===== src/rtl/alu_pipe.sv =====
// alu_pipe: pipelined, valid/ready handshaked ALU with registered result and flags.
//
// Parameters:
//   WIDTH      operand/result width (power of two, >= 8)
//
// Ports:
//   clk        clock, all state changes on the rising edge
//   rst_n      synchronous active-low reset
//   in_valid   operands and op presented
//   in_ready   block can accept a new operation
//   A, B       operands (shift amount is the low log2(WIDTH) bits of B)
//   ALUOp      000 AND, 001 OR, 010 ADD, 011 SUB, 100 XOR, 101 SLT, 110 SLL, 111 MUL
//   out_valid  Result and flags hold a result not yet taken
//   out_ready  consumer accepts the result
//   Result     registered result
//   N, V, C, Z registered negative, overflow, carry and zero flags
//
// Build option:
//   ALU_MUL_EN  when defined, op 111 is an iterative shift-add multiply taking
//               WIDTH cycles; when undefined, op 111 is single-cycle and yields 0.
module alu_pipe #(
    parameter int WIDTH = 32
) (
    input  logic             clk,
    input  logic             rst_n,
    input  logic             in_valid,
    output logic             in_ready,
    input  logic [WIDTH-1:0] A,
    input  logic [WIDTH-1:0] B,
    input  logic [2:0]       ALUOp,
    output logic             out_valid,
    input  logic             out_ready,
    output logic [WIDTH-1:0] Result,
    output logic             N,
    output logic             V,
    output logic             C,
    output logic             Z
);

    localparam int SW = $clog2(WIDTH);
    localparam int CW = SW + 1;

    localparam logic [2:0] OP_AND = 3'b000;
    localparam logic [2:0] OP_OR  = 3'b001;
    localparam logic [2:0] OP_ADD = 3'b010;
    localparam logic [2:0] OP_SUB = 3'b011;
    localparam logic [2:0] OP_XOR = 3'b100;
    localparam logic [2:0] OP_SLT = 3'b101;
    localparam logic [2:0] OP_SLL = 3'b110;
    localparam logic [2:0] OP_MUL = 3'b111;

    typedef enum logic {
        IDLE     = 1'b0,
        MUL_BUSY = 1'b1
    } state_t;

    state_t state;
    state_t state_next;

    logic             accept;
    logic             write_result;
    logic [WIDTH-1:0] wr_result;
    logic             wr_c;
    logic             wr_v;

    logic             is_sub;
    logic [WIDTH-1:0] b_op;
    logic [WIDTH:0]   sum;
    logic             sum_ovf;
    logic [WIDTH-1:0] alu_result;
    logic             alu_c;
    logic             alu_v;

    assign accept = in_valid & in_ready;

    // Single-cycle datapath. SUB and SLT share one adder fed with ~B and a
    // carry-in of 1; overflow is "operand signs agree but the sum's sign
    // differs", which with ~B folded in covers both ADD and SUB.
    always_comb begin
        is_sub     = (ALUOp == OP_SUB) || (ALUOp == OP_SLT);
        b_op       = is_sub ? ~B : B;
        sum        = {1'b0, A} + {1'b0, b_op} + (WIDTH + 1)'(is_sub);
        sum_ovf    = (A[WIDTH-1] == b_op[WIDTH-1]) && (sum[WIDTH-1] != A[WIDTH-1]);
        alu_result = '0;
        alu_c      = 1'b0;
        alu_v      = 1'b0;
        case (ALUOp)
            OP_AND: alu_result = A & B;
            OP_OR:  alu_result = A | B;
            OP_ADD, OP_SUB: begin
                alu_result = sum[WIDTH-1:0];
                alu_c      = sum[WIDTH];
                alu_v      = sum_ovf;
            end
            OP_XOR: alu_result = A ^ B;
            // Signed less-than is the difference's sign corrected by overflow.
            OP_SLT: alu_result = {{(WIDTH-1){1'b0}}, sum[WIDTH-1] ^ sum_ovf};
            OP_SLL: alu_result = A << B[SW-1:0];
            default: alu_result = '0;
        endcase
    end

`ifdef ALU_MUL_EN
    logic [2*WIDTH-1:0] mcand;
    logic [2*WIDTH-1:0] acc;
    logic [2*WIDTH-1:0] acc_step;
    logic [WIDTH-1:0]   mplier;
    logic [CW-1:0]      cnt;
    logic               mul_last;

    // One shift-add step: add the shifted multiplicand when the current
    // multiplier bit is set. The final step's sum is the product itself.
    always_comb begin
        acc_step = acc + (mplier[0] ? mcand : '0);
        mul_last = (state == MUL_BUSY) && (cnt == CW'(WIDTH - 1));
    end

    // Multiplier registers are loaded on a MUL accept and stepped every
    // MUL_BUSY cycle; the counter wraps back to zero on the last step.
    always_ff @(posedge clk) begin
        if (!rst_n) begin
            mcand  <= '0;
            acc    <= '0;
            mplier <= '0;
            cnt    <= '0;
        end else if (accept && (ALUOp == OP_MUL)) begin
            mcand  <= {{WIDTH{1'b0}}, A};
            mplier <= B;
            acc    <= '0;
            cnt    <= '0;
        end else if (state == MUL_BUSY) begin
            acc    <= acc_step;
            mcand  <= mcand << 1;
            mplier <= mplier >> 1;
            cnt    <= mul_last ? '0 : cnt + CW'(1);
        end
    end

    // Result source: the multiplier on its completing step, otherwise the
    // single-cycle datapath on a non-MUL accept.
    always_comb begin
        write_result = (accept && (ALUOp != OP_MUL)) || mul_last;
        wr_result    = mul_last ? acc_step[WIDTH-1:0] : alu_result;
        wr_c         = mul_last ? 1'b0 : alu_c;
        wr_v         = mul_last ? (acc_step[2*WIDTH-1:WIDTH] != '0) : alu_v;
    end
`else
    // Without the multiplier every op, including 111, finishes in one cycle.
    always_comb begin
        write_result = accept;
        wr_result    = alu_result;
        wr_c         = alu_c;
        wr_v         = alu_v;
    end
`endif

    // State register.
    always_ff @(posedge clk) begin
        if (!rst_n) begin
            state <= IDLE;
        end else begin
            state <= state_next;
        end
    end

    // Next-state logic: only a MUL accept leaves IDLE.
    always_comb begin
        state_next = state;
        case (state)
`ifdef ALU_MUL_EN
            IDLE:     if (accept && (ALUOp == OP_MUL)) state_next = MUL_BUSY;
            MUL_BUSY: if (mul_last) state_next = IDLE;
`endif
            default:  state_next = IDLE;
        endcase
    end

    // Output logic: accept only when idle and the output slot is free or
    // being drained on this edge.
    always_comb begin
        in_ready = (state == IDLE) && (!out_valid || out_ready) && rst_n;
    end

    // Output registers. A write only happens when the slot is free or being
    // drained, so an untaken result is never overwritten.
    always_ff @(posedge clk) begin
        if (!rst_n) begin
            out_valid <= 1'b0;
            Result    <= '0;
            N         <= 1'b0;
            V         <= 1'b0;
            C         <= 1'b0;
            Z         <= 1'b0;
        end else begin
            out_valid <= write_result || (out_valid && !out_ready);
            if (write_result) begin
                Result <= wr_result;
                N      <= wr_result[WIDTH-1];
                V      <= wr_v;
                C      <= wr_c;
                Z      <= (wr_result == '0);
            end
        end
    end

endmodule

===== config.mk =====
export PLATFORM = sky130hd
export DESIGN_NAME = alu_pipe
export DESIGN_NICKNAME = d
export VERILOG_FILES = /design/src/rtl/alu_pipe.sv
export SDC_FILE = /design/constraint.sdc
export NUM_CORES = 1
export LEC_CHECK = 0
export CAP_MARGIN = 15
export CORE_MARGIN = 2
export CORE_UTILIZATION = 50
export CTS_BUF_LIST = sky130_fd_sc_hd__clkbuf_8
export DETAILED_ROUTE_END_ITERATION = 12
export PLACE_DENSITY = 0.74
export SLEW_MARGIN = 30
export SYNTH_ARGS = -nofsm -noshare
export SYNTH_HDL_FRONTEND = slang
export SYNTH_SLANG_ARGS = --single-unit

===== constraint.sdc =====
create_clock -name clk -period 16.2 [get_ports clk]
set_clock_uncertainty 0.05 [all_clocks]
set_input_delay 3.24 -clock clk [delete_from_list [all_inputs] [get_ports clk]]
set_output_delay 3.24 -clock clk [all_outputs]
set_load 0.02 [all_outputs]

==> flow_metrics.env, run 1 <==
export IMPL_cts_htree_levels=2
export IMPL_diodes=0
export IMPL_status="finished, final reports clean"
export IMPL_grt_pass1_wl_um=40320
export IMPL_synthSimpleGateAreaFrac_pct=17.16
export IMPL_synth_top_area_cell="ha_1"
export IMPL_synth_fa_ha_area_share_pct=17.20
export IMPL_grt_pass1_vias=7384
export IMPL_seq_area_frac_synth_pct=9.655
export IMPL_crit_fanout=38
export IMPL_antenna_found_initial=0
export IMPL_synth_seq_cells=36
export IMPL_synth_top_family_by_area="compound AO/OA/AOI/OAI gates"
export IMPL_post_cts_buffers=0
export IMPL_portBuffers=108
export IMPL_fin_area_um2=8645
export IMPL_dieWidth_um=126.2
export IMPL_ys_types=87
export IMPL_worstSetupStartpointType="input pin"
export IMPL_yosysTopAreaCellShare_pct=16.93
export IMPL_fin_setup_tns_ps=0
export IMPL_place_area_um2=8532
export IMPL_rsz0062_at_grt="no"
export IMPL_nFillCells=1383
export IMPL_overflow=0
export IMPL_fmax_mhz=123.0
export IMPL_cts_inserted_buffers=5
export IMPL_start_util_pct=51.36
export IMPL_clockBufferDepth=2
export IMPL_finalCritPeriodShare_pct=50.18
export IMPL_final_instance_count_excl_fill=1202
export IMPL_synth_most_common_cell="ha_1"
export IMPL_synth_nets=1136
export IMPL_grt_usage_pct=31.49
export IMPL_powerDensity_nw_per_um2=61.52
export IMPL_wl_um=25710
export IMPL_nNetsFinal=1190
export IMPL_crit_type="input pin to output pin"
export IMPL_clk_latency_ps=290
export IMPL_synth_xor_area_share_pct=5.850
export IMPL_clockRootBuffer="clkbuf_8"
export IMPL_max_cap_violations=0
export IMPL_ff2ff_setup_slack_ps=13790
export IMPL_worst_slew_pin_transition_ps=941.0
export IMPL_hold_class="flip-flop to flip-flop"
export IMPL_arrival_ps=4840
export IMPL_routabilityCongestion=1.013
export IMPL_area_growth_syn_to_layout_pct=15.81
export IMPL_critPathTopFamily="buffers and inverters"
export IMPL_boundaryPins=109
export IMPL_slowest_delay_ps=600
export IMPL_drive_gt1_share_pct=8.055
export IMPL_core_area_um2=14530
export IMPL_hold_viol_final=0
export IMPL_avgSynthCellArea_um2=7.751
export IMPL_slew_headroom_pct=36.89
export IMPL_hold_buffers=0
export IMPL_drtIter0Drc=998
export IMPL_cp_end_kind="output pin"
export IMPL_setup_violations=0
export IMPL_cts_sinks=36
export IMPL_drt_vias_per_instance=6.506
export IMPL_critical_path_slowest_cell="clkdlybuf4s50_1"
export IMPL_critPathBufInv=3
export IMPL_place_detailed_hpwl_um=20030
export IMPL_synthMuxAreaShare_pct=16.41
export IMPL_yosysWarnings=0
export IMPL_slew_viol_final=0
export IMPL_synth_cells=963
export IMPL_vias=7820
export IMPL_ir_drop_mv=0.03614
export IMPL_min_period_ps=8130
export IMPL_async_flop_share_pct=0
export IMPL_antenna_left=0
export IMPL_dr_pass1_iters=5
export IMPL_synth_edf_count=0
export IMPL_row_count=44
export IMPL_chipHeight_um=126.2
export IMPL_cts_tree="built"
export IMPL_crit_path_cell_trace="clkdlybuf4s50_1, buf_4, and2_1, clkdlybuf4s50_1"
export IMPL_clkTransAtPathRegs_ps=70
export IMPL_yosys_top_cells_area="ha_1 (17%), dfxtp_1 (9.7%), mux2i_1 (8.7%)"
export IMPL_synthTopCellsByCount="ha_1 (101), nand2_1 (87), inv_1 (73)"
export IMPL_synth_area_um2=7465
export IMPL_leakage_uw=0.003819
export IMPL_crit_required_ps=12910
export IMPL_dieArea_um2=15920
export IMPL_cpMostUsedCell="clkdlybuf4s50_1"
export IMPL_grt_start_max_net_pins=58
export IMPL_drcViolationCount=0
export IMPL_detail_route_wl_per_cell_um=21.39
export IMPL_synth_compound_area_share_pct=25.44
export IMPL_synthFlopType="dfxtp_1"
export IMPL_place_inst=1194
export IMPL_final_util_pct=59.48
export IMPL_post_cts_resized=0
export IMPL_holdWs_ps=402.7
-- layout by cell type (no fill, tap or decap), drive strengths merged, types with 29 or more instances in the layout --
master / n
a21oi: 51
clkdlybuf4s50: 106
dfxtp: 36
ha: 101
inv: 76
mux2i: 65
nand2: 88
nand3: 47
nor2: 52
o21ai: 51
o22ai: 29
xnor2: 42
-- area by class of cell --
type / instances / area, um2 / area share (%)
Sequential cell: 36 / 720.7 / 8.337
Timing Repair Buffer: 121 / 1169 / 13.52
Clock buffer: 5 / 68.82 / 0.7961
Inverter: 75 / 281.5 / 3.257
Multi-Input combinational cell: 778 / 6136 / 70.98
Tap cell: 184 / 230.2 / 2.663
Clock inverter: 3 / 38.79 / 0.4487
-- power by group --
group / total [uW] / switching, uW / internal, uW
Clock: 75.7 / 30.7 / 45.0
Combinational: 355 / 211 / 144
Sequential: 101 / 4.46 / 96.7
-- registers in the layout, indices dropped and copies added, names as in the netlist --
signal	flops
C	1
out_valid	1
Z	1
V	1
Result	32
-- final timing paths --
path | endpoint | startpoint | depth (start not counted)
setup / recovery | in_ready | rst_n | 4
hold / removal | Result[9] | Result[9] | 2
setup reg to reg | Z | out_valid | 10
hold reg to reg | Result[9] | Result[9] | 2
-- through the flow --
| stage | setup slack [ps] | power (uW) |
|---|---|---|
| 3_3_place_gp | 7924 | 445.8 |
| 3_5_place_dp | 7807 | 448.4 |
| 4_1_cts | 8065 | 524.9 |
| 2_1_floorplan | 8793 | 341.0 |
| 6_report | 8070 | 531.8 |
| 5_1_grt | 7968 | 565.5 |
-- kinds of logic (layout without fill, tap and decap cells) --
logic type / after synthesis / count (layout)
adders and majority gates: 102 / 102
buffers and inverters: 149 / 204
DFF: 36 / 36
and+or+nand+nor: 267 / 267
AOI/OAI and AO/OA: 262 / 262
muxes: 98 / 98
xor gates and xnor gates: 49 / 49
-- per-layer routing --
| metal | vias to the layer above | track usage (%) | routed length (um) |
|---|---|---|---|
| met5 | - | 0 | 0 |
| met4 | 0 | 12.80 | 1245 |
| met3 | 89 | 5.692 | 2665 |
| met2 | 454 | 51.49 | 11490 |
| met1 | 3615 | 41.04 | 10320 |
| li1 | 3662 | - | - |
-- worst min-delay path, cell delays in order, from the launching register on --
cell	delay [ps]
dfxtp_1	310
nand3_1	60
nand2_1	40
No activity file was read; power rests on OpenSTA's default activity.
==> inputs of run 2 (changes only) <==
==> constraint.sdc (replaced) <==
create_clock -name clk -period 7.95 [get_ports clk]
set_clock_uncertainty 0.05 [all_clocks]
set_input_delay 1.59 -clock clk [delete_from_list [all_inputs] [get_ports clk]]
set_output_delay 1.59 -clock clk [all_outputs]
set_load 0.02 [all_outputs]
==> run 2 against run 1 <==
  * Die area unchanged
  * Via count fell by 0.96%
  * Sequential share of layout area is essentially flat
  * Power rose by 100%
  * Routed wire length grew 4.4%
  * Final cell count hardly changed
  * Register-to-register slack worse by 8200 ps
  * First-iteration DRC count is 13% lower
  * Worst hold slack better by 1.1 ps
==> flow_metrics.env, run 2 (synthesis results as in run 1) <==
export IMPL_status="finished, final reports clean"
export IMPL_grt_pass1_vias=7368
export IMPL_post_cts_buffers=0
export IMPL_clockBufferDepth=2
export IMPL_post_cts_resized=0
export IMPL_fmax_mhz=162.4
export IMPL_regMostFlops="Result"
export IMPL_slew_headroom_pct=39.32
export IMPL_row_count=44
export IMPL_chipHeight_um=126.2
export IMPL_leakage_uw=0.003809
export IMPL_drive_gt1_share_pct=8.243
export IMPL_detail_route_wl_per_cell_um=22.31
export IMPL_powerDensity_nw_per_um2=123.4
export IMPL_wl_um=26840
export IMPL_cp_end_kind="flip-flop"
export IMPL_drcViolationCount=0
export IMPL_crit_path_cell_trace="clkdlybuf4s50_1, buf_4, xor2_2, nand2_2, xnor2_1, ha_1, a21oi_1, o21ai_1, a221oi_1, o32ai_2, o21ai_1, o21ai_2, mux2_2, nor2_1, or4_1, o31ai_2"
export IMPL_drt_vias_per_instance=6.438
export IMPL_routabilityCongestion=0.9947
export IMPL_hold_buffers=0
export IMPL_overflow=0
export IMPL_cts_htree_levels=2
export IMPL_diodes=0
export IMPL_worst_slew_pin_transition_ps=910.2
export IMPL_place_detailed_hpwl_um=20950
export IMPL_cts_sinks=36
export IMPL_hold_class="flip-flop to flip-flop"
export IMPL_antenna_found_initial=0
export IMPL_critPathTopFamily="compound AO/OA/AOI/OAI gates"
export IMPL_arrival_ps=6310
export IMPL_boundaryPins=109
export IMPL_crit_fanout=21
export IMPL_hp_start="Result[25]"
export IMPL_portBuffers=108
export IMPL_grt_usage_pct=32.94
export IMPL_worstSetupStartpointType="input pin"
export IMPL_crit_required_ps=8110
export IMPL_cpMostUsedCell="o21ai_1"
export IMPL_dieWidth_um=126.2
export IMPL_largest_reg_flops=32
export IMPL_final_instance_count_excl_fill=1203
export IMPL_max_cap_violations=0
export IMPL_clockRootBuffer="clkbuf_8"
export IMPL_vias=7745
export IMPL_area_growth_syn_to_layout_pct=15.71
export IMPL_place_inst=1195
export IMPL_clkTransAtPathRegs_ps=70
export IMPL_slowest_delay_ps=570
export IMPL_finalCritPeriodShare_pct=77.44
export IMPL_mostFrequentLayoutCell="clkdlybuf4s50_1"
export IMPL_cts_inserted_buffers=5
export IMPL_dieArea_um2=15920
export IMPL_fin_setup_tns_ps=0
export IMPL_nNetsFinal=1191
export IMPL_ir_drop_mv=0.06295
export IMPL_cts_tree="built"
export IMPL_critical_path_slowest_cell="a221oi_1"
export IMPL_grt_start_max_net_pins=58
export IMPL_rsz0062_at_grt="no"
export IMPL_final_cell_mix="clkdlybuf4s50_1 (106), ha_1 (101), nand2_1 (86)"
export IMPL_slew_viol_final=0
export IMPL_crit_type="input pin to flip-flop"
export IMPL_r2r_start="out_valid"
export IMPL_critPathBufInv=2
export IMPL_dr_pass1_iters=5
export IMPL_antenna_left=0
export IMPL_cp_startpoint="ALUOp[1]"
export IMPL_start_util_pct=51.36
export IMPL_drtIter0Drc=867
export IMPL_clk_latency_ps=280
export IMPL_core_area_um2=14530
export IMPL_grt_pass1_wl_um=41670
export IMPL_setup_violations=0
export IMPL_hold_viol_final=0
export IMPL_min_period_ps=6157
## run 2: per-stage QoR
stage | hold slack [ps] | util (%) | total power [uW] | worst slack, ps | instance area [um2]
final | 403.7 | 59.43 | 1066 | 1793 | 8637
after global routing | 426.8 | 59.43 | 1136 | 1530 | 8637
after global placement | 393.3 | 58.76 | 916.3 | 1564 | 8539
after CTS | 406.1 | 59.40 | 1055 | 1790 | 8633
after floorplan | 483.0 | - | 694.9 | 2193 | 7465
after detailed placement | 394.8 | 58.76 | 921.3 | 1528 | 8539
## run 2: worst paths after layout
path,endpoint,slack [ps],depth (start not counted)
worst min-delay path,Result[25],400,2
worst max register to register,Z,5630,10
worst max-delay path,Z,1790,16
worst min register to register,Result[25],400,2
## run 2: power by group
part           internal [uW]  switching (uW)
combinational            294             432
clock                   69.1            64.2
sequential               197            9.29
## run 2: final cells by class
| cell class | instances | area, um2 |
|---|---|---|
| clock inverters | 2 | 11.26 |
| well taps | 184 | 230.2 |
| multi-input cells | 778 | 6135 |
| repair buffers | 122 | 1176 |
| fillers | 1401 | 5897 |
| clock buffers | 6 | 82.58 |
| flip-flops and latches | 36 | 720.7 |
| inverters | 75 | 281.5 |
## run 2: per-layer routing
| layer | GRT usage, % | wire length, um |
|---|---|---|
| met2 | 54.43 | 12460 |
| met3 | 4.970 | 2075 |
| met1 | 43.93 | 11390 |
| met4 | 11.18 | 908 |
| met5 | 0 | 0 |
## run 2: tightest hold or removal path: stages (launching register included)
cell,delay [ps]
dfxtp_1,310
nand3_1,60
nand2_1,40
==> inputs of run 3 (changes only) <==
--- a/config.mk
+++ b/config.mk
@@ -10,7 +10,7 @@
 export CORE_UTILIZATION = 50
 export CTS_BUF_LIST = sky130_fd_sc_hd__clkbuf_8
 export DETAILED_ROUTE_END_ITERATION = 12
-export PLACE_DENSITY = 0.74
+export PLACE_DENSITY = 0.77
 export SLEW_MARGIN = 30
 export SYNTH_ARGS = -nofsm -noshare
 export SYNTH_HDL_FRONTEND = slang
==> constraint.sdc (replaced) <==
create_clock -name clk -period 5.26 [get_ports clk]
set_clock_uncertainty 0.05 [all_clocks]
set_input_delay 1.052 -clock clk [delete_from_list [all_inputs] [get_ports clk]]
set_output_delay 1.052 -clock clk [all_outputs]
set_load 0.02 [all_outputs]
==> run 3 against run 2 <==
  * Via count up 3.0%
  * Worst hold slack worse by 0.60 ps
  * Global-route usage is 1.2 points lower
  * Critical path depth is 1 higher
  * Clock power up 80%
  * Final cell count increased by 3.6%
  * Design area up 4.0%
  * Largest cell class unchanged
  * Highest routed layer unchanged
==> flow_metrics.env, run 3 (synthesis results as in run 1) <==
export IMPL_cts_sinks=36
export IMPL_drtIter0Drc=776
export IMPL_vias=7978
export IMPL_hold_buffers=0
export IMPL_status="finished, final reports clean"
export IMPL_start_util_pct=51.36
export IMPL_powerDensity_nw_per_um2=190.4
export IMPL_cts_tree="built"
export IMPL_crit_required_ps=5410
export IMPL_fmax_mhz=199.2
export IMPL_drt_vias_per_instance=6.403
export IMPL_crit_fanout=18
export IMPL_row_count=44
export IMPL_portBuffers=108
export IMPL_hold_class="flip-flop to flip-flop"
export IMPL_max_cap_violations=0
export IMPL_cp_end_kind="flip-flop"
export IMPL_slowest_delay_ps=670
export IMPL_grt_pass1_wl_um=40770
export IMPL_cts_inserted_buffers=5
export IMPL_slew_viol_final=0
export IMPL_min_period_ps=5020
export IMPL_antenna_found_initial=0
export IMPL_final_instance_count_excl_fill=1246
export IMPL_regMostFlops="Result"
export IMPL_worst_slew_pin_transition_ps=728.5
export IMPL_diodes=0
export IMPL_setup_violations=0
export IMPL_ff2ff_setup_slack_ps=3080
export IMPL_finalCritPeriodShare_pct=95.44
export IMPL_place_area_um2=8875
export IMPL_grt_usage_pct=31.70
export IMPL_ir_drop_mv=0.1311
export IMPL_core_area_um2=14530
export IMPL_clkTransAtPathRegs_ps=70
export IMPL_clockRootBuffer="clkbuf_8"
export IMPL_dr_pass1_iters=6
export IMPL_chipHeight_um=126.2
export IMPL_fin_area_um2=8986
export IMPL_grt_start_max_net_pins=57
export IMPL_cts_htree_levels=2
export IMPL_crit_type="input pin to flip-flop"
export IMPL_overflow=0
export IMPL_cpMostUsedCell="and4b_1"
export IMPL_drcViolationCount=0
export IMPL_mostFrequentLayoutCell="clkdlybuf4s50_1"
export IMPL_post_cts_buffers=0
export IMPL_antenna_left=0
export IMPL_largest_reg_flops=32
export IMPL_detail_route_wl_per_cell_um=20.74
export IMPL_leakage_uw=0.004021
export IMPL_clk_latency_ps=290
export IMPL_post_cts_resized=0
export IMPL_routabilityCongestion=1.040
export IMPL_place_inst=1238
export IMPL_arrival_ps=5170
export IMPL_clockBufferDepth=2
export IMPL_dieArea_um2=15920
export IMPL_wl_um=25850
export IMPL_slew_headroom_pct=51.02
export IMPL_fin_setup_tns_ps=0
export IMPL_area_growth_syn_to_layout_pct=20.38
export IMPL_nNetsFinal=1234
export IMPL_dieWidth_um=126.2
export IMPL_drive_gt1_share_pct=11.96
export IMPL_crit_path_cell_trace="clkdlybuf4s50_1, xor2_2, nand2_2, buf_12, xnor2_1, ha_1, a21o_1, a21oi_2, a21oi_1, o21ai_1, mux2i_1, a2111oi_0, buf_4, and4b_1, and4b_1, nand4_1, o31ai_2"
export IMPL_worstSetupStartpointType="input pin"
export IMPL_critical_path_slowest_cell="a2111oi_0"
export IMPL_hold_viol_final=0
export IMPL_grt_pass1_vias=7508
export IMPL_p_total_uw=1711
export IMPL_place_detailed_hpwl_um=20860
export IMPL_rsz0062_at_grt="no"
export IMPL_boundaryPins=109
export IMPL_final_cell_mix="clkdlybuf4s50_1 (106), ha_1 (101), nand2_1 (86)"
[run 3: path summary, 6_finish.rpt]
check	from	cells after the start	end
min	Result[21]	2	Result[21]
max	ALUOp[1]	17	Z
max reg2reg	out_valid	9	Z
min reg2reg	Result[21]	2	Result[21]
[run 3: critical path, delay by kind of cell]
family          cells  cell delay [ps]
compound gates      6             1670
buf+inv             3              930
simple gates        4              650
xor+xnor            2              410
fa+ha+maj           1              340
mux                 1              100
[run 3: final cells by class]
cell class	count	area, um2
Clock inverter	3	42.54
Sequential cell	36	720.7
Multi-Input combinational cell	778	6131
Clock buffer	5	68.82
Timing Repair Buffer	165	1511
Fill cell	1346	5548
Tap cell	184	230.2
Inverter	75	281.5
[run 3: power breakdown]
| part | internal (uW) | switching [uW] | leakage, uW |
|---|---|---|---|
| registers | 298 | 13.2 | 0.000295 |
| logic | 496 | 664 | 0.00367 |
| clock network | 140 | 100 | 0.0000541 |
[run 3: through the flow]
stage                     setup WS (ps)  utilization [%]  hold slack (ps)
final                             239.9            61.83            403.1
after CTS                         327.8            61.83            408.3
after detailed placement          43.50            61.06            397.4
after floorplan                   40.78                -            483.0
after global placement            150.5            61.06            392.3
after global routing              60.30            61.83            438.3
[run 3: routing by layer]
layer	vias to the layer above	global-route usage, %	wire, um
li1	3755	-	-
met1	3706	43.22	10900
met2	434	51.68	11700
met3	83	3.908	2214
met4	0	11.25	1032
met5	-	0	0
